File: config.mk
export PLATFORM = sky130hd
export DESIGN_NAME = vga_timing_tx
export DESIGN_NICKNAME = d
export VERILOG_FILES = /design/src/rtl/vga_timing_tx.sv
export SDC_FILE = /design/constraint.sdc
export NUM_CORES = 1
export LEC_CHECK = 0
export BUFFER_PORTS_ARGS = -buffer_cell sky130_fd_sc_hd__buf_2
export CAP_MARGIN = 10
export CORE_MARGIN = 2
export CORE_UTILIZATION = 35
export CTS_BUF_LIST = sky130_fd_sc_hd__clkbuf_4 sky130_fd_sc_hd__clkbuf_8
export DETAILED_ROUTE_END_ITERATION = 7
export SETUP_SLACK_MARGIN = 0.1
export SLEW_MARGIN = 10
export SYNTH_ARGS = -nofsm -noshare
export SYNTH_HDL_FRONTEND = slang
export SYNTH_SLANG_ARGS = --single-unit
export TNS_END_PERCENT = 100
File: constraint.sdc
create_clock -name clk -period 2.7 [get_ports clk]
set_clock_uncertainty 0.2 [all_clocks]
set_input_delay 0.54 -clock clk [delete_from_list [all_inputs] [get_ports clk]]
set_output_delay 0.54 -clock clk [all_outputs]
set_load 0.02 [all_outputs]
File: src/rtl/vga_timing_tx.sv
// vga_timing_tx -- VGA transmitter for one fixed resolution.
// Produces hsync/vsync (active low) and 1-bit-per-channel RGB. Pixels are pulled
// from an upstream source over a valid/ready handshake, one per visible clock.
// The timing never stalls. A visible pixel with no valid data is sent black and
// is flagged on underflow.
//
// Ports:
//   clk         pixel clock
//   reset       asynchronous reset, active high
//   enable      1 = run timing, 0 = idle with counters cleared
//   pix_valid   upstream pixel available
//   pix_rgb     {r,g,b} of the upstream pixel
//   pix_ready   pixel accepted this cycle (combinational)
//   hsync/vsync sync outputs, active low, registered
//   r/g/b       colour outputs, registered
//   frame_start 1-cycle pulse with the output of position (0,0)
//   underflow   1-cycle pulse with a visible pixel that was sent black
//
// The counters hold the position being produced this cycle. Every output shows
// that position one clock later.
module vga_timing_tx #(
  parameter int BP_FIRST = 0,   // 0: VA,FP,PULSE,BP   1: BP,VA,FP,PULSE
  parameter int HVA      = 800,
  parameter int HFP      = 56,
  parameter int HP       = 120,
  parameter int HBP      = 64,
  parameter int VVA      = 600,
  parameter int VFP      = 37,
  parameter int VP       = 6,
  parameter int VBP      = 23,
  parameter int TP       = 0    // register delay of behavioural models; RTL is zero-delay
) (
  input  logic       clk,
  input  logic       reset,
  input  logic       enable,
  input  logic       pix_valid,
  input  logic [2:0] pix_rgb,
  output logic       pix_ready,
  output logic       hsync,
  output logic       vsync,
  output logic       r,
  output logic       g,
  output logic       b,
  output logic       frame_start,
  output logic       underflow
);

  localparam int HTOTAL = HVA + HFP + HP + HBP;
  localparam int VTOTAL = VVA + VFP + VP + VBP;

  localparam logic [15:0] H_LAST = 16'(HTOTAL - 1);
  localparam logic [15:0] V_LAST = 16'(VTOTAL - 1);

  // Each region is described as a start position plus a length. Both line
  // orders then reduce to the same window test.
  localparam logic [15:0] H_VIS_LO = 16'((BP_FIRST != 0) ? HBP             : 0);
  localparam logic [15:0] H_SYN_LO = 16'((BP_FIRST != 0) ? HBP + HVA + HFP : HVA + HFP);
  localparam logic [15:0] V_VIS_LO = 16'((BP_FIRST != 0) ? VBP             : 0);
  localparam logic [15:0] V_SYN_LO = 16'((BP_FIRST != 0) ? VBP + VVA + VFP : VVA + VFP);
  localparam logic [15:0] H_VIS_W  = 16'(HVA);
  localparam logic [15:0] H_SYN_W  = 16'(HP);
  localparam logic [15:0] V_VIS_W  = 16'(VVA);
  localparam logic [15:0] V_SYN_W  = 16'(VP);

  // TP is meaningful only to delay-annotated simulation models. A negative
  // value is nonsensical, and this empty block makes the parameter visible
  // in the elaborated hierarchy.
  if (TP < 0) begin : g_tp_negative
  end

  logic [15:0] cnt_h, cnt_v;
  logic        h_vis, v_vis, h_pulse, v_pulse, xfer;

  // The test is (cnt - lo) < len, evaluated modulo 2^16. A position below lo
  // wraps to a large value and fails the test. This holds because both totals
  // fit in 16 bits.
  always_comb begin
    h_vis     = (cnt_h - H_VIS_LO) < H_VIS_W;
    v_vis     = (cnt_v - V_VIS_LO) < V_VIS_W;
    h_pulse   = (cnt_h - H_SYN_LO) < H_SYN_W;
    v_pulse   = (cnt_v - V_SYN_LO) < V_SYN_W;
    pix_ready = enable & h_vis & v_vis;
    xfer      = pix_ready & pix_valid;
  end

  // cnt_v only moves when cnt_h wraps. As a result, vsync can only change on a
  // line boundary.
  always_ff @(posedge clk or posedge reset) begin
    if (reset) begin
      cnt_h <= '0;
      cnt_v <= '0;
    end else if (!enable) begin
      cnt_h <= '0;
      cnt_v <= '0;
    end else if (cnt_h == H_LAST) begin
      cnt_h <= '0;
      cnt_v <= (cnt_v == V_LAST) ? 16'd0 : cnt_v + 16'd1;
    end else begin
      cnt_h <= cnt_h + 16'd1;
    end
  end

  always_ff @(posedge clk or posedge reset) begin
    if (reset) begin
      hsync       <= 1'b1;
      vsync       <= 1'b1;
      {r, g, b}   <= 3'b000;
      frame_start <= 1'b0;
      underflow   <= 1'b0;
    end else if (!enable) begin
      hsync       <= 1'b1;
      vsync       <= 1'b1;
      {r, g, b}   <= 3'b000;
      frame_start <= 1'b0;
      underflow   <= 1'b0;
    end else begin
      hsync       <= ~h_pulse;
      vsync       <= ~v_pulse;
      {r, g, b}   <= xfer ? pix_rgb : 3'b000;
      frame_start <= (cnt_h == 16'd0) && (cnt_v == 16'd0);
      underflow   <= pix_ready & ~pix_valid;
    end
  end

endmodule
-- Yosys cells after proc, flatten, opt, wreduce, memory -nomap -nowiden
Cells that the tools add are included.
- register bits: 39
- word-level logic and storage cells: 43
- output and inout port bits: 8
- bits of input ports: 7
- equality and inequality tests: 3
- reduce and logical (&&, ||, !) cells: 3
- bitwise logic cells: 7
- add/sub/neg operators: 4
- mux-type cells: 13
- order comparisons: 4
- operators with widths (cell ; number):
    16-bit 2-to-1 mux ; 5
    16-bit by 1-bit adder with 16-bit output, second input constant ; 2
    16-bit zero test ; 2
    16-bit by 10-bit < comparator with 1-bit output, second input constant ; 2
    16-bit by 10-bit subtractor with 16-bit output, second input constant ; 2
    16-bit by 10-bit == test with 1-bit output, second input constant ; 1
    16-bit by 11-bit == test with 1-bit output, second input constant ; 1
    16-bit by 3-bit < comparator with 1-bit output, second input constant ; 1
    16-bit by 7-bit < comparator with 1-bit output, second input constant ; 1
    1-bit 2-to-1 mux ; 7
    1-bit AND ; 4
    3-bit 2-to-1 mux ; 1
    1-bit NOT ; 3
    2-bit by 1-bit inequality test with 1-bit output, second input constant ; 1
    1-bit logical AND ; 1

-- Longest topological paths before layout
Gate-level depths: netlist of the first run.
- word-level depth: 6
- gate-level depth with buffers: 8

-- Worst setup path after synthesis of the first run
Ideal clock, no wire load.
- path type: flip-flop to output port
- from: register cnt_h[12]
- to: output port pix_ready
- path buffers: 1
- arrival: 1.732 ns
- stages on the path, launching flop included: 5
- setup slack: 0.228 ns
- cell sequence: dfrtp_1 clkbuf_1 nor4_2 nand4b_1 a2111oi_2
- cells in the longest elaborated chain, start to end: 3
- ends and longest elaborated chain (what ; line ; RTL):
    from (decl) ; 71 ; logic [15:0] cnt_h, cnt_v;
    from (signal assigned) ; 99 ; cnt_h <= cnt_h + 16'd1;
    16-bit by 10-bit < comparator with 1-bit output ; 78 ; h_vis = (cnt_h - H_VIS_LO) < H_VIS_W;
    1-bit AND (2 in a row) ; 82 ; pix_ready = enable & h_vis & v_vis;
    to (decl) ; 38 ; output logic pix_ready,
Every way passes these cells.

-- Worst setup path after layout of the first run
- from: register cnt_v[12]
- to: output port pix_ready
- cells in the longest elaborated chain, start to end: 2
- ends and longest elaborated chain (what ; line ; RTL):
    from (decl) ; 71 ;
    from (signal assigned) ; 97 ; cnt_v <= (cnt_v == V_LAST) ? 16'd0 : cnt_v + 16'd1;
    16-bit by 10-bit < comparator with 1-bit output ; 79 ; v_vis = (cnt_v - V_VIS_LO) < V_VIS_W;
    1-bit AND ; 82 ;
Every way passes these cells.

==> impl_metrics.py, run 1 <==
metrics = {
    "timing": {
        "worstMarginPinSlew_ns": 0.499,
        "fin_crit_sh": 0.962,
        "setup_viol": 0,
        "holdWs_ns": 0.155,
        "rsz0062_at_grt": "true",
        "clock.fmax_ghz": 0.385,
        "drv_slew": 0,
        "slew_headroom": 0.665,
        "tns_ns": 0,
        "min_period_ns": 2.60,
        "finalHoldViolCount": 0,
    },
    "critical_path": {
        "crit_buf_inv": 2,
        "cp-start-kind": "flop",
        "path_delay_family": "flip-flops",
        "critPathKind": "reg2out",
        "crit_fanout": 4,
        "slowest_delay_ns": 0.44,
        "cpMostUsedCell": "buf_4",
        "arrival_ns": 1.86,
        "worstSetupEndpointType": "output port",
        "crit_slowest_cell": "dfrtp_2",
        "crit_chain": "nor4_4, buf_4, nand4b_1, a2111oi_4, buf_4",
        "required_ns": 1.96,
    },
    "run": {
        "maxCapViolations": 0,
    },
    "status": {
        "status": "finished clean",
    },
    "pwr": {
        "p_leak_uw": 0.00119,
        "irDropWorstVdd_uv": 225,
        "power.density_nw_per_um2": 373,
    },
    "placement": {
        "numPortBuffers": 14,
        "gp_congestion": 0.855,
        "dp_hpwl_mm": 4.00,
    },
    "synth": {
        "synth_fp_nets": 298,
        "synth_seq_area_share": 0.389,
        "synth-simple-area-share": 0.266,
        "postSynth.asyncResetShare": 1.00,
        "synth_fa_ha_area_frac": 0.0348,
        "syn_avg_cell_area_um2": 8.86,
        "synth_top_family_by_area": "simple AND/OR/NAND/NOR gates",
        "synthMuxAreaShare": 0.0124,
        "yosys_register_bits": 39,
        "synth_edf_count": 0,
        "synth_warnings": 0,
        "synthCells": 284,
        "synth_area_um2": 2520,
        "synthFlopType": "dfrtp_1",
        "ys_types": 56,
        "synth_compound_area_frac": 0.179,
        "synth_xor_area_frac": 0.0557,
    },
    "global_route": {
        "grt_max_degree": 40,
        "antenna_found_initial": 0,
        "grt_pass1_wl_mm": 9.79,
        "grt_pass1_vias": 2054,
        "grtUsageTotal": 0.157,
        "overflow": 0,
    },
    "final_layout": {
        "finalNetCount": 317,
        "multi_input_area_um2": 1420,
        "area_delta_synth_final_pct": 14.3,
        "drive_gt1_frac": 0.191,
        "seqCellArea_um2": 982,
        "final_cell_mix": "34 x nor2_1, 34 x dfrtp_1, 22 x buf_4",
        "fillers": 666,
        "antenna_cells": 0,
    },
    "die": {
        "num_io_pins": 15,
        "rows": 30,
        "start_util": 0.366,
        "die_w_um": 88.8,
        "die_y_um": 88.8,
        "die-area_um2": 7890,
        "core_area_um2": 6870,
    },
    "detailed_routing": {
        "wl_per_cell_um": 14.4,
        "postRouteAntennaNets": 0,
        "drc": 0,
        "via_count": 2167,
        "first_pass_iters": 4,
        "totalWireLength_mm": 5.77,
        "vias_per_cell": 5.42,
        "drt-initial-drc-count": 95,
    },
    "cts": {
        "cts_max_path_buffers": 2,
        "root_buffer": "clkbuf_8",
        "clock-sinks": 39,
        "cts_htree_levels": 2,
        "cts_tree": "yes",
        "cts.clk_slew.worst_paths_ns": 0.08,
        "clk_latency_ns": 0.30,
        "numCtsBuffers": 5,
    },
    "hold_path": {
        "hp-class": "in2async",
    },
}
per-stage QoR:
stage	setup WS (ns)	std cells	util	area (µm²)	total power, µW
after global placement	0.282	389	0.396	2720	680
final	0.102	400	0.419	2880	1070
after floorplan	0.228	284	-	2520	653
after global routing	0.0347	400	0.419	2880	1120
after detailed placement	0.220	389	0.396	2720	680
after CTS	0.116	397	0.412	2830	1080
registers in the layout, indices dropped and copies added, names as in the netlist:
signal,cells
cnt_h,16
cnt_v,16
b,1
frame_start,1
g,1
hsync,1
r,1
underflow,1
vsync,1
power by group:
part | switching, µW | internal, µW
Sequential | 5.37 | 591
Clock | 224 | 180
Combinational | 44.5 | 28.3
Total | 274 | 799
worst paths after layout:
check,start,to,slack [ns],cells after the start
max,cnt_v[12],pix_ready,0.10,5
min,reset,cnt_h[13],0.16,3
min in group clk,pix_valid,underflow,0.23,2
max reg2reg,cnt_v[12],cnt_v[14],0.23,6
max in group asynchronous,reset,cnt_v[12],1.76,3
min reg2reg,cnt_h[0],cnt_h[0],0.32,1
area by class of cell:
cell class / instances / area share
tap: 96 / 0.0418
sequential: 39 / 0.341
inverter: 9 / 0.0117
clock buffer: 5 / 0.0239
multi-input combinational: 213 / 0.494
clock inverter: 3 / 0.00696
timing repair buffer: 35 / 0.0800
what timing repair did:
item / 4_1_cts / 5_1_grt
setup endpoints to repair: 1 / 1
gates resized for setup: 4 / 5
buffers inserted: 0 / 3
pin swaps: 1 / 2
hold buffers: 0 / 0
cloned: 0 / 0
cells in the mapped netlist, types with 2 or more instances:
library cell / count / share of area
dfrtp_1: 37 / 0.37
nor2_1: 34 / 0.051
o21ai_0: 21 / 0.042
nand3_1: 16 / 0.032
nand2_1: 15 / 0.022
clkbuf_1: 14 / 0.021
o31ai_1: 11 / 0.033
xor2_1: 10 / 0.035
and3_1: 9 / 0.022
inv_1: 9 / 0.013
ha_1: 7 / 0.035
nor4_1: 7 / 0.017
nand4_1: 6 / 0.015
nor2b_1: 6 / 0.015
nor3_1: 6 / 0.012
xnor2_1: 6 / 0.021
a21oi_1: 5 / 0.0099
and2_1: 4 / 0.0099
buf_2: 4 / 0.0080
buf_6: 4 / 0.018
a21o_1: 3 / 0.0089
a31oi_1: 3 / 0.0075
nand4b_1: 3 / 0.010
o21a_1: 3 / 0.0089
o21ai_1: 3 / 0.0060
and2b_1: 2 / 0.0060
and4_1: 2 / 0.0070
dfstp_2: 2 / 0.021
mux2i_1: 2 / 0.0080
o2111ai_1: 2 / 0.0070
o211ai_1: 2 / 0.0060
or3_1: 2 / 0.0050
worst register-to-register path: cells and delay by family (launching register included):
kind | cells | cell delay [ns]
flops | 1 | 0.44
compound gates | 2 | 0.44
simple gates | 2 | 0.92
buf+inv | 2 | 0.35
routing by layer:
| metal | global-route usage | up-vias | wire length, µm |
|---|---|---|---|
| li1 | - | 1057 | - |
| met1 | 0.211 | 1038 | 2740 |
| met2 | 0.262 | 59 | 2750 |
| met3 | 0.0308 | 13 | 186 |
| met4 | 0.0344 | 0 | 95 |
| met5 | 0 | - | 0 |
logic make-up (layout without fill, tap and decap cells):
family / after synthesis / after routing
flops: 39 / 39
compound gates: 64 / 64
mux: 3 / 3
xor+xnor: 16 / 16
buf+inv: 32 / 52
fa+ha+maj: 7 / 7
simple gates: 123 / 123
No activity file was read; power rests on OpenSTA's default activity.
==> inputs of run 2 (changes only) <==
==> constraint.sdc (replaced) <==
create_clock -name clk -period 2.4 [get_ports clk]
set_clock_uncertainty 0.2 [all_clocks]
set_input_delay 0.48 -clock clk [delete_from_list [all_inputs] [get_ports clk]]
set_output_delay 0.48 -clock clk [all_outputs]
set_load 0.02 [all_outputs]
==> impl_metrics.py, run 2 (synthesis gave the netlist of run 1 again) <==
metrics = {
    "status": {
        "status": "finished, violations left",
        "violations": "setup timing",
    },
    "cts": {
        "root_buffer": "clkbuf_8",
        "cts.clk_slew.worst_paths_ns": 0.08,
        "clk_latency_ns": 0.29,
        "cts_max_path_buffers": 2,
        "clock-sinks": 39,
        "cts_htree_levels": 2,
        "cts_tree": "yes",
        "numCtsBuffers": 5,
    },
    "final_layout": {
        "final_cell_mix": "41 x buf_4, 34 x nor2_1, 34 x dfrtp_1",
        "drive_gt1_frac": 0.313,
        "fillers": 664,
        "finalNetCount": 343,
        "antenna_cells": 0,
        "seqCellArea_um2": 982,
        "mostFrequentLayoutCell": "buf_4",
        "area_delta_synth_final_pct": 28.0,
        "reg_top3": "cnt_h (16), cnt_v (16)",
        "multi_input_area_um2": 1540,
        "design_area_um2": 3220,
    },
    "pwr": {
        "pwr-share-clk": 0.370,
        "p_leak_uw": 0.00137,
        "sw_frac_of_total": 0.235,
        "pwr-share-seq": 0.555,
        "irDropWorstVdd_uv": 194,
        "comb_power_share": 0.075,
        "power.density_nw_per_um2": 375,
        "power_switching_uw": 285,
        "internal-power_uw": 924,
    },
    "critical_path": {
        "worstSetupEndpointType": "output port",
        "critPathKind": "reg2out",
        "slowest_delay_ns": 0.39,
        "crit_chain": "nor4_1, buf_4, nand4b_1, a2111oi_4, buf_4",
        "crit_slowest_cell": "dfrtp_1",
        "reg2reg_setup_slack_ns": 0.01,
        "rr_worst_depth": 7,
        "arrival_ns": 1.75,
        "rr_endpoint": "cnt_v[7]",
        "required_ns": 1.72,
        "crit_buf_inv": 2,
        "path_delay_family": "simple AND/OR/NAND/NOR gates",
        "r2r_start": "cnt_v[14]",
        "cp-start-kind": "flop",
        "cpMostUsedCell": "buf_4",
        "crit_fanout": 2,
    },
    "timing": {
        "clock.fmax_ghz": 0.411,
        "setup_viol": 1,
        "min_period_ns": 2.43,
        "slew_headroom": 0.582,
        "rsz0062_at_grt": "true",
        "fin_crit_sh": 1.01,
        "setup_ws_ns": -0.0306,
        "worstMarginPinSlew_ns": 0.623,
        "holdWs_ns": 0.103,
        "finalHoldViolCount": 0,
        "drv_slew": 0,
    },
    "die": {
        "start_util": 0.366,
        "die-area_um2": 7890,
        "rows": 30,
        "die_w_um": 88.8,
        "die_y_um": 88.8,
        "num_io_pins": 15,
        "core_area_um2": 6870,
    },
    "global_route": {
        "grt_max_degree": 40,
        "overflow": 0,
        "antenna_found_initial": 0,
        "grt_pass1_wl_mm": 10.4,
        "grt_pass1_vias": 2108,
        "grtUsageTotal": 0.171,
    },
    "run": {
        "maxCapViolations": 0,
    },
    "detailed_routing": {
        "via_count": 2315,
        "postRouteAntennaNets": 0,
        "vias_per_cell": 5.45,
        "drc": 0,
        "first_pass_iters": 4,
        "totalWireLength_mm": 6.51,
        "drt-initial-drc-count": 208,
        "wl_per_cell_um": 15.3,
    },
    "placement": {
        "gp_congestion": 0.836,
        "dpl_cell_area_um2": 2850,
        "numPortBuffers": 14,
        "dp_hpwl_mm": 4.33,
    },
    "hold_path": {
        "hp-class": "in2async",
    },
}
run 2: cell count changes in the layout (fill, tap and decap cells not counted), moves of 4 or more:
| cell | delta |
|---|---|
| buf_6 | +6 |
| o31ai_1 | -7 |
| o21ai_1 | +4 |
| buf_4 | +19 |
| o21ai_2 | +7 |
| o31ai_2 | +5 |
| o21ai_0 | -11 |
run 2: layer usage:
metal,wire [µm],GRT usage
met1,3040,0.232
met2,3070,0.277
met3,328,0.0326
met4,68,0.0468
met5,0,0
run 2: per-stage QoR:
step / utilization / setup TNS, ns / total power, µW / std cells / setup WS (ns)
2_1_floorplan: - / 0 / 736 / 284 / 0.143
3_3_place_gp: 0.415 / 0 / 765 / 403 / 0.0823
3_5_place_dp: 0.415 / 0 / 766 / 403 / 0.113
4_1_cts: 0.442 / -0.0267 / 1220 / 417 / -0.0267
5_1_grt: 0.469 / -0.293 / 1270 / 425 / -0.101
6_report: 0.469 / -0.0306 / 1210 / 425 / -0.0306
run 2: worst max-delay path by stage:
stage | from | endpoint | slack [ns] | cells past startpoint
after global routing | cnt_v[13] | pix_ready | -0.10 | 5
final | cnt_v[13] | pix_ready | -0.03 | 5
after floorplan | cnt_h[12] | pix_ready | 0.14 | 4
after CTS | cnt_v[13] | pix_ready | -0.03 | 5
after detailed placement | cnt_h[14] | pix_ready | 0.11 | 4
after global placement | cnt_v[12] | pix_ready | 0.08 | 5
run 2: power by group through the flow:
stage	registers, µW	clock network [µW]	logic, µW
detailed placement	684	0	82.4
global placement	684	0	81.3
global route	673	497	102
finish	671	448	90.3
CTS	671	462	85.4
floorplan	689	0	46.4
run 2: what timing repair did:
action,4_1_cts,5_1_grt
setup buffers,7,8
endpoints found under the setup margin,4,14
pin swaps,6,15
hold buffers,0,0
gates resized for setup,17,32
run 2: area by class of cell:
cell class,count,share of cell area
Multi-Input combinational cell,213,0.479
Sequential cell,39,0.305
Timing Repair Buffer,61,0.143
Tap cell,96,0.0373
Clock buffer,7,0.0260
Inverter,9,0.0105
run 2: worst min-delay path: stages:
cell	delay [ns]
buf_2	0.09
inv_1	0.04
buf_4	0.43
==> inputs of run 3 (changes only) <==
--- a/config.mk
+++ b/config.mk
@@ -5,13 +5,13 @@
 export SDC_FILE = /design/constraint.sdc
 export NUM_CORES = 1
 export LEC_CHECK = 0
+export ABC_AREA = 1
 export BUFFER_PORTS_ARGS = -buffer_cell sky130_fd_sc_hd__buf_2
 export CAP_MARGIN = 10
 export CORE_MARGIN = 2
 export CORE_UTILIZATION = 35
 export CTS_BUF_LIST = sky130_fd_sc_hd__clkbuf_4 sky130_fd_sc_hd__clkbuf_8
 export DETAILED_ROUTE_END_ITERATION = 7
-export SETUP_SLACK_MARGIN = 0.1
 export SLEW_MARGIN = 10
 export SYNTH_ARGS = -nofsm -noshare
 export SYNTH_HDL_FRONTEND = slang
==> impl_metrics.py, run 3 <==
metrics = {
    "detailed_routing": {
        "postRouteAntennaNets": 0,
        "drc": 0,
        "drt-initial-drc-count": 186,
        "wl_per_cell_um": 13.1,
        "via_count": 2772,
        "vias_per_cell": 5.01,
        "totalWireLength_mm": 7.23,
        "first_pass_iters": 4,
    },
    "cts": {
        "cts_htree_levels": 2,
        "clock-sinks": 39,
        "cts.clk_slew.worst_paths_ns": 0.08,
        "cts_max_path_buffers": 2,
        "clk_latency_ns": 0.30,
        "cts_tree": "yes",
        "numCtsBuffers": 5,
        "root_buffer": "clkbuf_8",
        "ctsHoldBuffers": 0,
    },
    "global_route": {
        "grt_pass1_vias": 2514,
        "grtUsageTotal": 0.177,
        "antenna_found_initial": 0,
        "grt_max_degree": 27,
        "overflow": 0,
        "grt_pass1_wl_mm": 12.2,
    },
    "synth": {
        "synth_fp_nets": 437,
        "synth_area_um2": 2760,
        "synth_warnings": 0,
        "yosysMostFrequentCell": "nand2_1",
        "synthMuxAreaShare": 0,
        "synth_top_area_frac": 0.335,
        "synth_compound_area_frac": 0.0848,
        "ys_types": 31,
        "synth_edf_count": 0,
        "synth_top_family_by_area": "simple AND/OR/NAND/NOR gates",
        "synth_common_cells": "105 x nand2_1, 74 x nor2_1, 55 x inv_1, 47 x nand3_1, 37 x dfrtp_1",
        "synth_seq_area_share": 0.354,
        "postSynth.asyncResetShare": 1.00,
        "synth-simple-area-share": 0.404,
        "yosys.area.top_type": "dfrtp_1",
        "synthCells": 423,
        "syn_avg_cell_area_um2": 6.53,
        "synthFlopType": "dfrtp_1",
        "synth_fa_ha_area_frac": 0.0317,
        "synthTopCellsByArea": "dfrtp_1 34%, nand2_1 14%, nor2_1 10%, nand3_1 8.5%, inv_1 7.5%",
        "synth_xor_area_frac": 0.0222,
        "yosys_register_bits": 39,
    },
    "die": {
        "die_w_um": 92.8,
        "die-area_um2": 8610,
        "start_util": 0.359,
        "num_io_pins": 15,
        "die_y_um": 92.8,
        "core_area_um2": 7690,
        "rows": 32,
    },
    "final_layout": {
        "final_cells": 553,
        "final_cell_mix": "103 x nand2_1, 70 x nor2_1, 51 x inv_1",
        "mostFrequentLayoutCell": "nand2_1",
        "area_delta_synth_final_pct": 13.7,
        "antenna_cells": 0,
        "drive_gt1_frac": 0.142,
        "finalNetCount": 464,
        "post-route-util": 0.408,
        "fillers": 826,
        "reg_top3": "cnt_h (16), cnt_v (16)",
    },
    "pwr": {
        "pwr-share-seq": 0.549,
        "power.density_nw_per_um2": 388,
        "pwr-share-clk": 0.380,
        "power_uw": 1220,
        "irDropWorstVdd_uv": 186,
        "power_switching_uw": 312,
        "sw_frac_of_total": 0.256,
        "p_leak_uw": 0.00162,
        "comb_power_share": 0.071,
        "internal-power_uw": 907,
    },
    "placement": {
        "numPortBuffers": 14,
        "gp_congestion": 0.887,
        "dp.cells": 535,
        "dp_hpwl_mm": 5.44,
    },
    "critical_path": {
        "crit_fanout": 4,
        "critPathKind": "reg2out",
        "arrival_ns": 1.67,
        "cp-start-kind": "flop",
        "required_ns": 1.72,
        "worstSetupEndpointType": "output port",
    },
    "timing": {
        "drv_slew": 0,
        "fin_crit_sh": 0.979,
        "min_period_ns": 2.35,
        "tns_ns": 0,
        "worstMarginPinSlew_ns": 0.625,
        "finalHoldViolCount": 0,
        "holdWs_ns": 0.0548,
        "slew_headroom": 0.583,
        "setup_viol": 0,
        "clock.fmax_ghz": 0.426,
    },
    "hold_path": {
        "hp-class": "in2async",
    },
    "run": {
        "maxCapViolations": 0,
    },
    "status": {
        "status": "finished clean",
    },
}
## run 3: worst paths after layout
check                          start  depth (start not counted)        end  slack, ns
max                        cnt_v[10]                          9  pix_ready       0.05
min                            reset                          2   cnt_v[6]       0.05
max reg2reg                 cnt_h[0]                          8  cnt_h[14]       0.35
min reg2reg                 cnt_h[0]                          1   cnt_h[0]       0.30
max in group asynchronous      reset                          3      hsync       1.33
min in group clk           pix_valid                          2  underflow       0.15
## run 3: metal layers
layer | track usage | routed length (µm) | part of all wire | up-vias
met5 | 0 | 0 | 0 | -
met4 | 0.0380 | 100 | 0.014 | 0
met3 | 0.0293 | 261 | 0.036 | 13
met2 | 0.281 | 3320 | 0.46 | 61
met1 | 0.254 | 3550 | 0.49 | 1289
li1 | - | - | - | 1409
## run 3: area by class of cell
class,count,area [µm²],area share
Clock buffer,6,76.3,0.0243
Clock inverter,2,12.5,0.00399
Inverter,59,221,0.0706
Multi-Input combinational cell,315,1510,0.482
Sequential cell,39,982,0.313
Tap cell,102,128,0.0407
Timing Repair Buffer,30,205,0.0654
## run 3: kinds of logic after synthesis
logic type               Yosys count
buffers and inverters             69
AND/OR/NAND/NOR                  259
adder cells (fa/ha/maj)            7
XOR/XNOR                           7
flip-flops                        39
AO/OA/AOI/OAI                     42
## run 3: worst max-delay path: stages (launching register included)
cell and delay [ns]:
dfrtp_2 0.42, inv_1 0.12, nand2_1 0.12, inv_2 0.09, nand2_2 0.09, nor2_2 0.13, o21ai_1 0.07, nand3_1 0.14
inv_2 0.05, buf_4 0.15
## run 3: power by group through the flow
stage	clock network, µW	logic (µW)	registers (µW)
2_1_floorplan	0	46.8	687
3_3_place_gp	0	87.4	682
3_5_place_dp	0	88.3	682
4_1_cts	474	88.4	669
5_1_grt	498	98.6	670
6_report	463	86.8	669
## run 3: what timing repair did
| action | CTS | global route |
|---|---|---|
| resized for setup | 3 | 12 |
| buffers inserted | 2 | 8 |
| setup endpoints to repair | 1 | 1 |
| pin swaps | 0 | 5 |
## run 3: metrics by stage
| step | worst slack (ns) | cell area (µm²) |
|---|---|---|
| final | 0.0511 | 3140 |
| after global routing | -0.0179 | 3140 |
| after CTS | 0.000283 | 3060 |
| after detailed placement | 0.264 | 2950 |
| after global placement | 0.318 | 2950 |
| after floorplan | 0.522 | 2760 |
